`src/rtl/coin_acceptor_pkg.sv`:
```
// coin_acceptor_pkg: shared coin, controller and detector types plus coin values
package coin_acceptor_pkg;
  typedef enum logic [1:0] {NONE = 2'd0, NICKEL = 2'd1, DIME = 2'd2, QUARTER = 2'd3} coin_t;
  typedef enum logic [1:0] {C_IDLE, C_CREDIT, C_VEND, C_CHANGE} ctrl_state_t;
  typedef enum logic [1:0] {D_IDLE, D_QUAL, D_RELEASE, D_JAM} det_state_t;
  localparam int NICKEL_VAL = 1;
  localparam int DIME_VAL = 2;
  localparam int QUARTER_VAL = 5;
  function automatic int coin_value(coin_t c);
    return c == NICKEL ? NICKEL_VAL : c == DIME ? DIME_VAL : c == QUARTER ? QUARTER_VAL : 0;
  endfunction
  function automatic coin_t decode(logic [2:0] v);
    return v == 3'b001 ? NICKEL : v == 3'b010 ? DIME : v == 3'b100 ? QUARTER : NONE;
  endfunction
endpackage

```
`src/rtl/coin_acceptor_if.sv`:
```
// coin_acceptor_if: slot sensors and controller-side coin signals
interface coin_acceptor_if #(parameter int DEPTH = 2);
  import coin_acceptor_pkg::*;
  logic sense_n, sense_d, sense_q, enable;
  coin_t deposit, reject;
  logic jam;
  logic [$clog2(DEPTH):0] pending;
  modport master(output sense_n, sense_d, sense_q, enable, input deposit, reject, jam, pending);
  modport slave(input sense_n, sense_d, sense_q, enable, output deposit, reject, jam, pending);
endinterface

```
`src/rtl/coin_fifo.sv`:
```
// coin_fifo: small power-of-two coin buffer with occupancy count
module coin_fifo
  import coin_acceptor_pkg::*;
#(parameter int DEPTH = 2) (
  input  logic clock,
  input  logic reset,
  input  logic push,
  input  logic pop,
  input  coin_t din,
  output coin_t dout,
  output logic full,
  output logic empty,
  output logic [$clog2(DEPTH):0] count
);
  localparam int AW = $clog2(DEPTH);
  coin_t mem [DEPTH];
  logic [AW-1:0] wp, rp;
  logic wr, rd;
  assign empty = count == '0;
  assign full = count == (AW+1)'(DEPTH);
  assign rd = pop && !empty;
  // a pop in the same cycle frees the slot the push needs
  assign wr = push && (!full || rd);
  assign dout = mem[rp];
  always_ff @(posedge clock) if (wr) mem[wp] <= din;
  always_ff @(posedge clock) begin
    if (reset) begin
      wp <= '0;
      rp <= '0;
      count <= '0;
    end else begin
      wp <= wr ? wp + 1'b1 : wp;
      rp <= rd ? rp + 1'b1 : rp;
      count <= count + (AW+1)'(wr) - (AW+1)'(rd);
    end
  end
endmodule

```
`src/rtl/coin_acceptor.sv`:
```
// coin_acceptor: debounces slot sensors into coins, buffers and issues them
module coin_acceptor
  import coin_acceptor_pkg::*;
#(
  parameter int DEBOUNCE = 3,
  parameter int DEPTH = 2,
  parameter int JAM_LIMIT = 15
) (
  input logic clock,
  input logic reset,
  coin_acceptor_if.slave bus
);
  det_state_t state, state_nx;
  logic [2:0] vec, lat, lat_nx, cnt, cnt_nx, low, low_nx;
  logic [7:0] hold, hold_nx;
  logic qual, onehot, full, empty, pop;
  coin_t coin, head;
  logic [$clog2(DEPTH):0] count;
  assign vec = {bus.sense_q, bus.sense_d, bus.sense_n};
  assign onehot = $onehot(vec);
  // the qualifying sample always equals the latched vector, so decode it directly
  assign coin = decode(vec);
  assign pop = bus.enable && !empty;
  always_comb begin
    state_nx = state;
    lat_nx = lat;
    cnt_nx = cnt;
    low_nx = low;
    hold_nx = hold;
    qual = 1'b0;
    case (state)
      D_IDLE:
        if (onehot) begin
          lat_nx = vec;
          cnt_nx = 3'd1;
          qual = DEBOUNCE == 1;
          state_nx = DEBOUNCE == 1 ? D_RELEASE : D_QUAL;
        end else if (vec != 3'b0) state_nx = D_RELEASE;
      D_QUAL:
        if (vec == lat) begin
          cnt_nx = cnt + 3'd1;
          qual = cnt_nx == 3'(DEBOUNCE);
          state_nx = qual ? D_RELEASE : D_QUAL;
        end else state_nx = vec == 3'b0 ? D_IDLE : D_RELEASE;
      D_RELEASE, D_JAM:
        if (vec == 3'b0) begin
          low_nx = low + 3'd1;
          state_nx = low_nx == 3'(DEBOUNCE) ? D_IDLE : state;
        end else begin
          low_nx = 3'd0;
          hold_nx = state == D_RELEASE ? hold + 8'd1 : hold;
          state_nx = state == D_RELEASE && hold_nx == 8'(JAM_LIMIT) ? D_JAM : state;
        end
    endcase
    if (state_nx == D_RELEASE && state != D_RELEASE) begin
      hold_nx = 8'd0;
      low_nx = 3'd0;
    end
  end
  always_ff @(posedge clock) begin
    if (reset) begin
      state <= D_IDLE;
      lat <= 3'd0;
      cnt <= 3'd0;
      low <= 3'd0;
      hold <= 8'd0;
      bus.deposit <= NONE;
      bus.reject <= NONE;
    end else begin
      state <= state_nx;
      lat <= lat_nx;
      cnt <= cnt_nx;
      low <= low_nx;
      hold <= hold_nx;
      bus.deposit <= pop ? head : NONE;
      bus.reject <= qual && full && !pop ? coin : NONE;
    end
  end
  assign bus.jam = state == D_JAM;
  assign bus.pending = count;
  coin_fifo #(.DEPTH(DEPTH)) fifo (
    .clock(clock),
    .reset(reset),
    .push(qual),
    .pop(pop),
    .din(coin),
    .dout(head),
    .full(full),
    .empty(empty),
    .count(count)
  );
endmodule

```
`src/flat_wrapper.sv`:
```
// flat-port wrapper written by rule: the top's interface ports become plain ports
module coin_acceptor_flat import coin_acceptor_pkg::*;
#(
  parameter int DEBOUNCE = 3,
  parameter int DEPTH = 2,
  parameter int JAM_LIMIT = 15
)
  (clock, reset, bus_sense_n, bus_sense_d, bus_sense_q, bus_enable, bus_deposit, bus_reject, bus_jam, bus_pending);
  coin_acceptor_if #(.DEPTH(DEPTH)) bus_i ();
  input logic clock;
  input logic reset;
  input wire logic [$bits(bus_i.sense_n)-1:0] bus_sense_n;
  input wire logic [$bits(bus_i.sense_d)-1:0] bus_sense_d;
  input wire logic [$bits(bus_i.sense_q)-1:0] bus_sense_q;
  input wire logic [$bits(bus_i.enable)-1:0] bus_enable;
  output wire logic [$bits(bus_i.deposit)-1:0] bus_deposit;
  output wire logic [$bits(bus_i.reject)-1:0] bus_reject;
  output wire logic [$bits(bus_i.jam)-1:0] bus_jam;
  output wire logic [$bits(bus_i.pending)-1:0] bus_pending;
  assign bus_i.sense_n = bus_sense_n;
  assign bus_i.sense_d = bus_sense_d;
  assign bus_i.sense_q = bus_sense_q;
  assign bus_i.enable = bus_enable;
  assign bus_deposit = bus_i.deposit;
  assign bus_reject = bus_i.reject;
  assign bus_jam = bus_i.jam;
  assign bus_pending = bus_i.pending;
  coin_acceptor #(.DEBOUNCE(DEBOUNCE), .DEPTH(DEPTH), .JAM_LIMIT(JAM_LIMIT)) u_core (.clock(clock), .reset(reset), .bus(bus_i));
endmodule
```
`config.mk`:
```
export PLATFORM = sky130hd
export DESIGN_NAME = coin_acceptor_flat
export DESIGN_NICKNAME = d
export VERILOG_FILES = /design/src/rtl/coin_acceptor_pkg.sv /design/src/rtl/coin_acceptor_if.sv /design/src/rtl/coin_fifo.sv /design/src/rtl/coin_acceptor.sv /design/src/flat_wrapper.sv
export SDC_FILE = /design/constraint.sdc
export NUM_CORES = 1
export LEC_CHECK = 0
export CORE_MARGIN = 1.5
export CORE_UTILIZATION = 55
export CTS_CLUSTER_SIZE = 8
export DETAILED_ROUTE_END_ITERATION = 8
export PLACE_DENSITY = 0.76
export SETUP_SLACK_MARGIN = 0.15
export SYNTH_ARGS = -nofsm -noshare
export SYNTH_HDL_FRONTEND = slang
export SYNTH_HIERARCHICAL = 1
export SYNTH_SLANG_ARGS = --single-unit
```
`constraint.sdc`:
```
create_clock -name clock -period 3.5 [get_ports clock]
set_input_delay 0.875 -clock clock [delete_from_list [all_inputs] [get_ports clock]]
set_output_delay 0.875 -clock clock [all_outputs]
set_load 0.02 [all_outputs]
```
==> summary.txt, run 1 <==
Run status = completed
Synth Instances = 180
Number of DRC markers in iteration 0 = 72
Crit path cell chain = clkdlybuf4s50_1 -> xnor2_1 -> nand4_2 -> nor3_1 -> o21ai_4 -> ha_1 -> inv_1 -> ha_1 -> xor2_1 -> and2_1 -> nor3_1
Final setup viols = 0
Worst min-delay path category = register to register
Largest net degree at the start of global routing = 19
Nets = 209
Peak supply drop = 0.275 mV
Core area = 2810 sq um
Design internal power = 488 uW
Worst Setup SP = bus_sense_q
Worst skew pair latency = 0.33 ns
Vias = 1221
Area Overhead vs Synth = 12.1%
Worst Skew = 0.00830 ns
Total gr overflow = 0
Vias in the first global route = 1196
Crit end category = register
Largest delay contributor family on the critical path = simple AND/OR/NAND/NOR gates
Antenna viol nets, final = 0
Share of total power in the clock network = 0.299
# rows = 19
FFs w/ async S/R, synth = 0
Final TNS setup = 0 ns
Routed wire per std cell = 12.8 um
Die Y = 57.7 um
Drt pass-1 iters = 4
Die area = 3330 sq um
Fin. Hold Viols = 0
Initial Utilization = 0.587
Drt total wl = 2.91 mm
Most used DFF post-synth = dfxtp_1
CP Class = input pin to register
WL met2 = 1.39 mm
Vias/cell = 5.38
CTS Buf Count = 5
Syn Std Cell Area = 1650 sq um
Pwr Density = 356 nW/um^2
Worst Setup Start Kind = input pin
Clock transition at path regs = 0.09 ns
Synthesized area per cell = 9.14 sq um
Worst R2R Start = u_core/cnt[0]
# port buffers = 12
Worst path required time = 3.73 ns
Leakage = 0.000692 uW
Yosys reg bits = 32
Combinational Power Share = 0.107
Longest Clk Path Bufs = 2
F_max = 341 MHz
Post-CTS Setup Bufs = 0
Switching power = 168 uW
Hold-fix buffers, CTS = 0
# DRC = 0
Crit path max fanout = 6
Sequential power share = 0.593
Worst slew pin tran = 0.638 ns
Filler Cells Inserted = 234
CP arrival = 3.17 ns
Unrepaired setup endpoints after global routing = no
Final Critical Period = 2.94 ns
Sw Ratio = 0.256
CP max stage delay = 0.50 ns
Cell variety after synth = 39
Final RePlAce weighted congestion = 0.806
First-pass GRT wire length = 4.99 mm
Gr usage total = 0.204
Final worst-path cycle share = 0.839
CTS tree = built
Relative slew slack = 0.573
Post-synth net total = 194
Initial antenna violation count = 0
CP max stage cell = clkdlybuf4s50_1
H-tree depth = 2
Hold_sp = u_core/cnt[2]
Final slew viol count = 0
DR top layer = met4
Root buf cell = clkbuf_4
Post-CTS sizing = 0
Clock sinks = 32
Syn. warnings = 6
Maxcap violations = 0
Met3 WL = 134 um
Crit path buf inv count = 2
Final HPWL DP = 2.14 mm
WHS = 0.515 ns
Number of flops mapped to enable cells by yosys = 4
Fraction of layout cells with a size suffix above 1 = 0.107
Antenna cells = 0
Die Wd = 57.7 um
Post-synthesis sequential area ratio = 0.414
Met1 wire length = 1.37 mm
Num ports = 13
-- power by group through the flow --
stage	logic, uW	clock network (uW)	registers [uW]
after floorplan	56.4	0	392
after global placement	68.0	0	397
after detailed placement	70.7	0	397
after CTS	71.2	206	389
after global routing	78.4	226	390
final	70.3	196	389
-- final timing paths --
path,end,slack [ns],cells after the start
worst min register to register,u_core/cnt[2],0.51,1
worst min-delay path,u_core/cnt[2],0.51,1
worst max-delay path,u_core/fifo/count[1],0.56,11
worst max register to register,u_core/fifo/count[1],1.07,11
-- cells in the mapped netlist (2+ instances only) --
cell      number  area [sq um]
ha_1           7          87.6
nor3_1         7          35.0
nand4_1        2          12.5
nor2b_1        2          12.5
o21ai_0        2          10.0
clkbuf_1       2          7.51
nand3_1        7          35.0
xor2_1         5          43.8
buf_2          5          25.0
mux2i_1        4          40.0
dfxtp_1       28           561
nor3_2         2          20.0
edfxtp_1       4           120
and2_1         5          31.3
nor3b_1        4          30.0
inv_1         10          37.5
mux2_2         3          33.8
a21oi_1        7          35.0
nand2_1        7          26.3
nand2b_1       2          12.5
nor2_1        32           120
xnor2_1       14           123
a211oi_1       3          22.5
-- per-stage QoR --
step | utilization | instance area, sq um | setup WS (ns) | instances | power [uW]
2_1_floorplan | - | 1650 | 0.747 | 180 | 448
3_3_place_gp | 0.640 | 1790 | 0.344 | 219 | 465
3_5_place_dp | 0.640 | 1790 | 0.226 | 219 | 468
4_1_cts | 0.657 | 1840 | 0.570 | 227 | 666
5_1_grt | 0.657 | 1840 | 0.348 | 227 | 695
6_report | 0.657 | 1840 | 0.565 | 227 | 656
-- cells in the final DEF, fill, tap and decap left out, types with 3 or more instances in the layout --
cell / netlist / routed
a211oi_1: 3 / 3
clkdlybuf4s50_1: 0 / 12
xor2_1: 5 / 5
dfxtp_1: 28 / 28
edfxtp_1: 4 / 4
mux2i_1: 4 / 4
clkbuf_4: 0 / 5
a21oi_1: 7 / 7
nor3b_1: 4 / 4
and2_1: 5 / 5
nor3_1: 7 / 7
nor2_1: 32 / 32
buf_4: 0 / 3
xnor2_1: 14 / 14
inv_1: 10 / 10
ha_1: 7 / 7
nand2_1: 7 / 7
nand3_1: 7 / 7
mux2_2: 3 / 3
-- flip-flops by register name (all words and copies together) (netlist names), named ones only --
| name | flops |
|---|---|
| u_core/bus.deposit | 2 |
| u_core/cnt | 3 |
| u_core/fifo/wp | 1 |
| u_core/fifo/count | 2 |
| u_core/fifo/rp | 1 |
| u_core/hold | 8 |
| u_core/state | 2 |
| u_core/fifo/mem | 4 |
| u_core/bus.reject | 2 |
| u_core/low | 3 |
| u_core/lat | 3 |
-- cell type report --
class / instances / area (sq um) / share of cell area
Multi-Input combinational cell: 131 / 895 / 0.485
Sequential cell: 32 / 681 / 0.369
Tap cell: 31 / 38.8 / 0.0210
Inverter: 10 / 37.5 / 0.0204
Timing Repair Buffer: 15 / 143 / 0.0773
Clock inverter: 1 / 5.00 / 0.00271
Clock buffer: 7 / 45.0 / 0.0244
-- worst register-to-register path: cells and delay by family (launching register included) --
| family | cells | cell delay, ns |
|---|---|---|
| simple gates | 4 | 0.81 |
| buf+inv | 1 | 0.04 |
| fa+ha+maj | 3 | 0.70 |
| flops | 1 | 0.39 |
| xor+xnor | 2 | 0.27 |
| compound gates | 1 | 0.13 |
-- routing by layer --
metal	vias to the layer above	track usage
li1	635	-
met4	0	0.0731
met5	-	0
met1	563	0.239
met2	21	0.331
met3	2	0.0938
-- cells by family (layout without fill, tap and decap cells) --
logic type / count (synthesis) / count (layout) / share of synthesized area
and+or+nand+nor: 79 / 79 / 0.252
DFF: 32 / 32 / 0.414
xor gates and xnor gates: 19 / 19 / 0.101
AOI/OAI and AO/OA: 17 / 17 / 0.0707
buffers and inverters: 17 / 33 / 0.0426
adders and majority gates: 8 / 8 / 0.0654
muxes: 8 / 8 / 0.0540
(Power assumes the default switching activity.)
==> run 2, diff against run 1 <==
- CORE_UTILIZATION: 55 -> 51
- PLACE_DENSITY: 0.76 -> 0.74
- clock period: 3.5 -> 2.7 ns (I/O delays scaled with it)
==> summary.txt, run 2 (synthesis gave the netlist of run 1 again) <==
Vias = 1272
CP max stage cell = clkdlybuf4s50_1
Final Critical Period = 2.43 ns
Area of the multi-input gates = 915 sq um
Largest delay contributor family on the critical path = buffers and inverters
Run status = completed
Drt pass-1 iters = 4
Top flop regs = u_core/hold (8), u_core/fifo/mem (4)
F_max = 411 MHz
CTS Buf Count = 5
Share of total power in the clock network = 0.363
First-pass GRT wire length = 4.83 mm
Final TNS setup = 0 ns
Combinational Power Share = 0.105
Worst Setup Start Kind = register
Routed wire per std cell = 11.8 um
Peak supply drop = 0.347 mV
Pwr Density = 481 nW/um^2
Vias in the first global route = 1163
Antenna cells = 0
Relative slew slack = 0.700
Num ports = 13
CP Class = register to primary output
Maxcap violations = 0
Crit path buf inv count = 1
Core area = 3050 sq um
Fraction of layout cells with a size suffix above 1 = 0.157
Register area = 681 sq um
CP max stage delay = 0.61 ns
Die Y = 59.8 um
Final RePlAce weighted congestion = 0.803
# rows = 20
Biggest register = u_core/hold
Filler Cells Inserted = 273
Final HPWL DP = 2.18 mm
Initial Utilization = 0.539
Crit path max fanout = 10
Clock sinks = 32
Final slew viol count = 0
Fin. Hold Viols = 0
Gr usage total = 0.181
Drt total wl = 2.93 mm
H-tree depth = 2
Commonest non-fill, non-tap cell in the layout = nor2_1
Switching power = 222 uW
Initial antenna violation count = 0
WHS = 0.498 ns
Total gr overflow = 0
Design internal power = 727 uW
Unrepaired setup endpoints after global routing = no
Worst Setup Slack, final = 0.268 ns
Most frequent cells in the layout = nor2_1 (32), dfxtp_1 (28), xnor2_1 (13)
Antenna viol nets, final = 0
Final setup viols = 0
Number of DRC markers in iteration 0 = 35
Clock transition at path regs = 0.09 ns
Total power = 949 uW
Area Overhead vs Synth = 19.9%
Sw Ratio = 0.234
Vias/cell = 5.13
Leakage = 0.000780 uW
Final Non-Filler Cells = 248
Largest net degree at the start of global routing = 12
CTS tree = built
Nets = 217
Worst path required time = 2.03 ns
Worst slack, placed = -0.202 ns
Die area = 3580 sq um
Worst min-delay path category = register to register
Placed Cells = 239
Worst skew pair latency = 0.32 ns
Worst Skew = 0.00256 ns
Die Wd = 59.8 um
# port buffers = 12
Sequential power share = 0.532
Max reg flops = 8
Crit end category = primary output
Final worst-path cycle share = 0.901
Worst slew pin tran = 0.445 ns
# DRC = 0
Longest Clk Path Bufs = 2
Root buf cell = clkbuf_4
Crit path cell chain = and2_1 -> clkdlybuf4s50_1
CP arrival = 1.76 ns
## run 2: changes by cell type in the layout (fill, tap and decap cells not counted), sizes merged
| cell | before | now |
|---|---|---|
| clkbuf | 7 | 5 |
| clkdlybuf4s50 | 12 | 9 |
| dlymetal6s2s | 0 | 3 |
| bufinv | 0 | 1 |
| clkinv | 1 | 2 |
| buf | 3 | 11 |
## run 2: layout make-up
type	count	area share
multi-input combinational	131	0.464
sequential	32	0.345
timing repair buffer	23	0.107
tap	44	0.0279
clock buffer	5	0.0190
clock inverter	3	0.0190
inverter	10	0.0190
## run 2: path summary, 6_finish.rpt
check / slack, ns / depth (start not counted) / startpoint / to
max: 0.27 / 2 / u_core/state[1] / bus_jam
min reg2reg: 0.50 / 1 / u_core/cnt[2] / u_core/cnt[2]
min: 0.50 / 1 / u_core/cnt[2] / u_core/cnt[2]
max reg2reg: 0.47 / 11 / u_core/cnt[0] / u_core/fifo/count[1]
## run 2: metal layers
layer / GRT usage / vias up / part of all wire
li1: - / 651 / -
met2: 0.272 / 24 / 0.46
met5: 0 / - / 0
met3: 0.0455 / 6 / 0.036
met4: 0.0889 / 0 / 0.014
met1: 0.240 / 591 / 0.49
## run 2: metrics by stage
stage           util  cell area (sq um)
2_1_floorplan      -               1650
3_3_place_gp   0.612               1870
3_5_place_dp   0.612               1870
4_1_cts        0.639               1950
5_1_grt        0.646               1970
6_report       0.646               1970
## run 2: timing repair
item                       4_1_cts  5_1_grt
resized for setup                1        5
setup endpoints to repair        1       17
setup buffers                    0        1
pin swaps                        0        3
hold buffers                     0        0
## run 2: power groups by stage
stage | combinational, uW | clock (uW) | sequential (uW)
3_5_place_dp | 98.1 | 0 | 515
3_3_place_gp | 94.7 | 0 | 515
4_1_cts | 99.2 | 356 | 505
5_1_grt | 111 | 376 | 507
2_1_floorplan | 73.5 | 0 | 508
6_report | 99.2 | 345 | 505
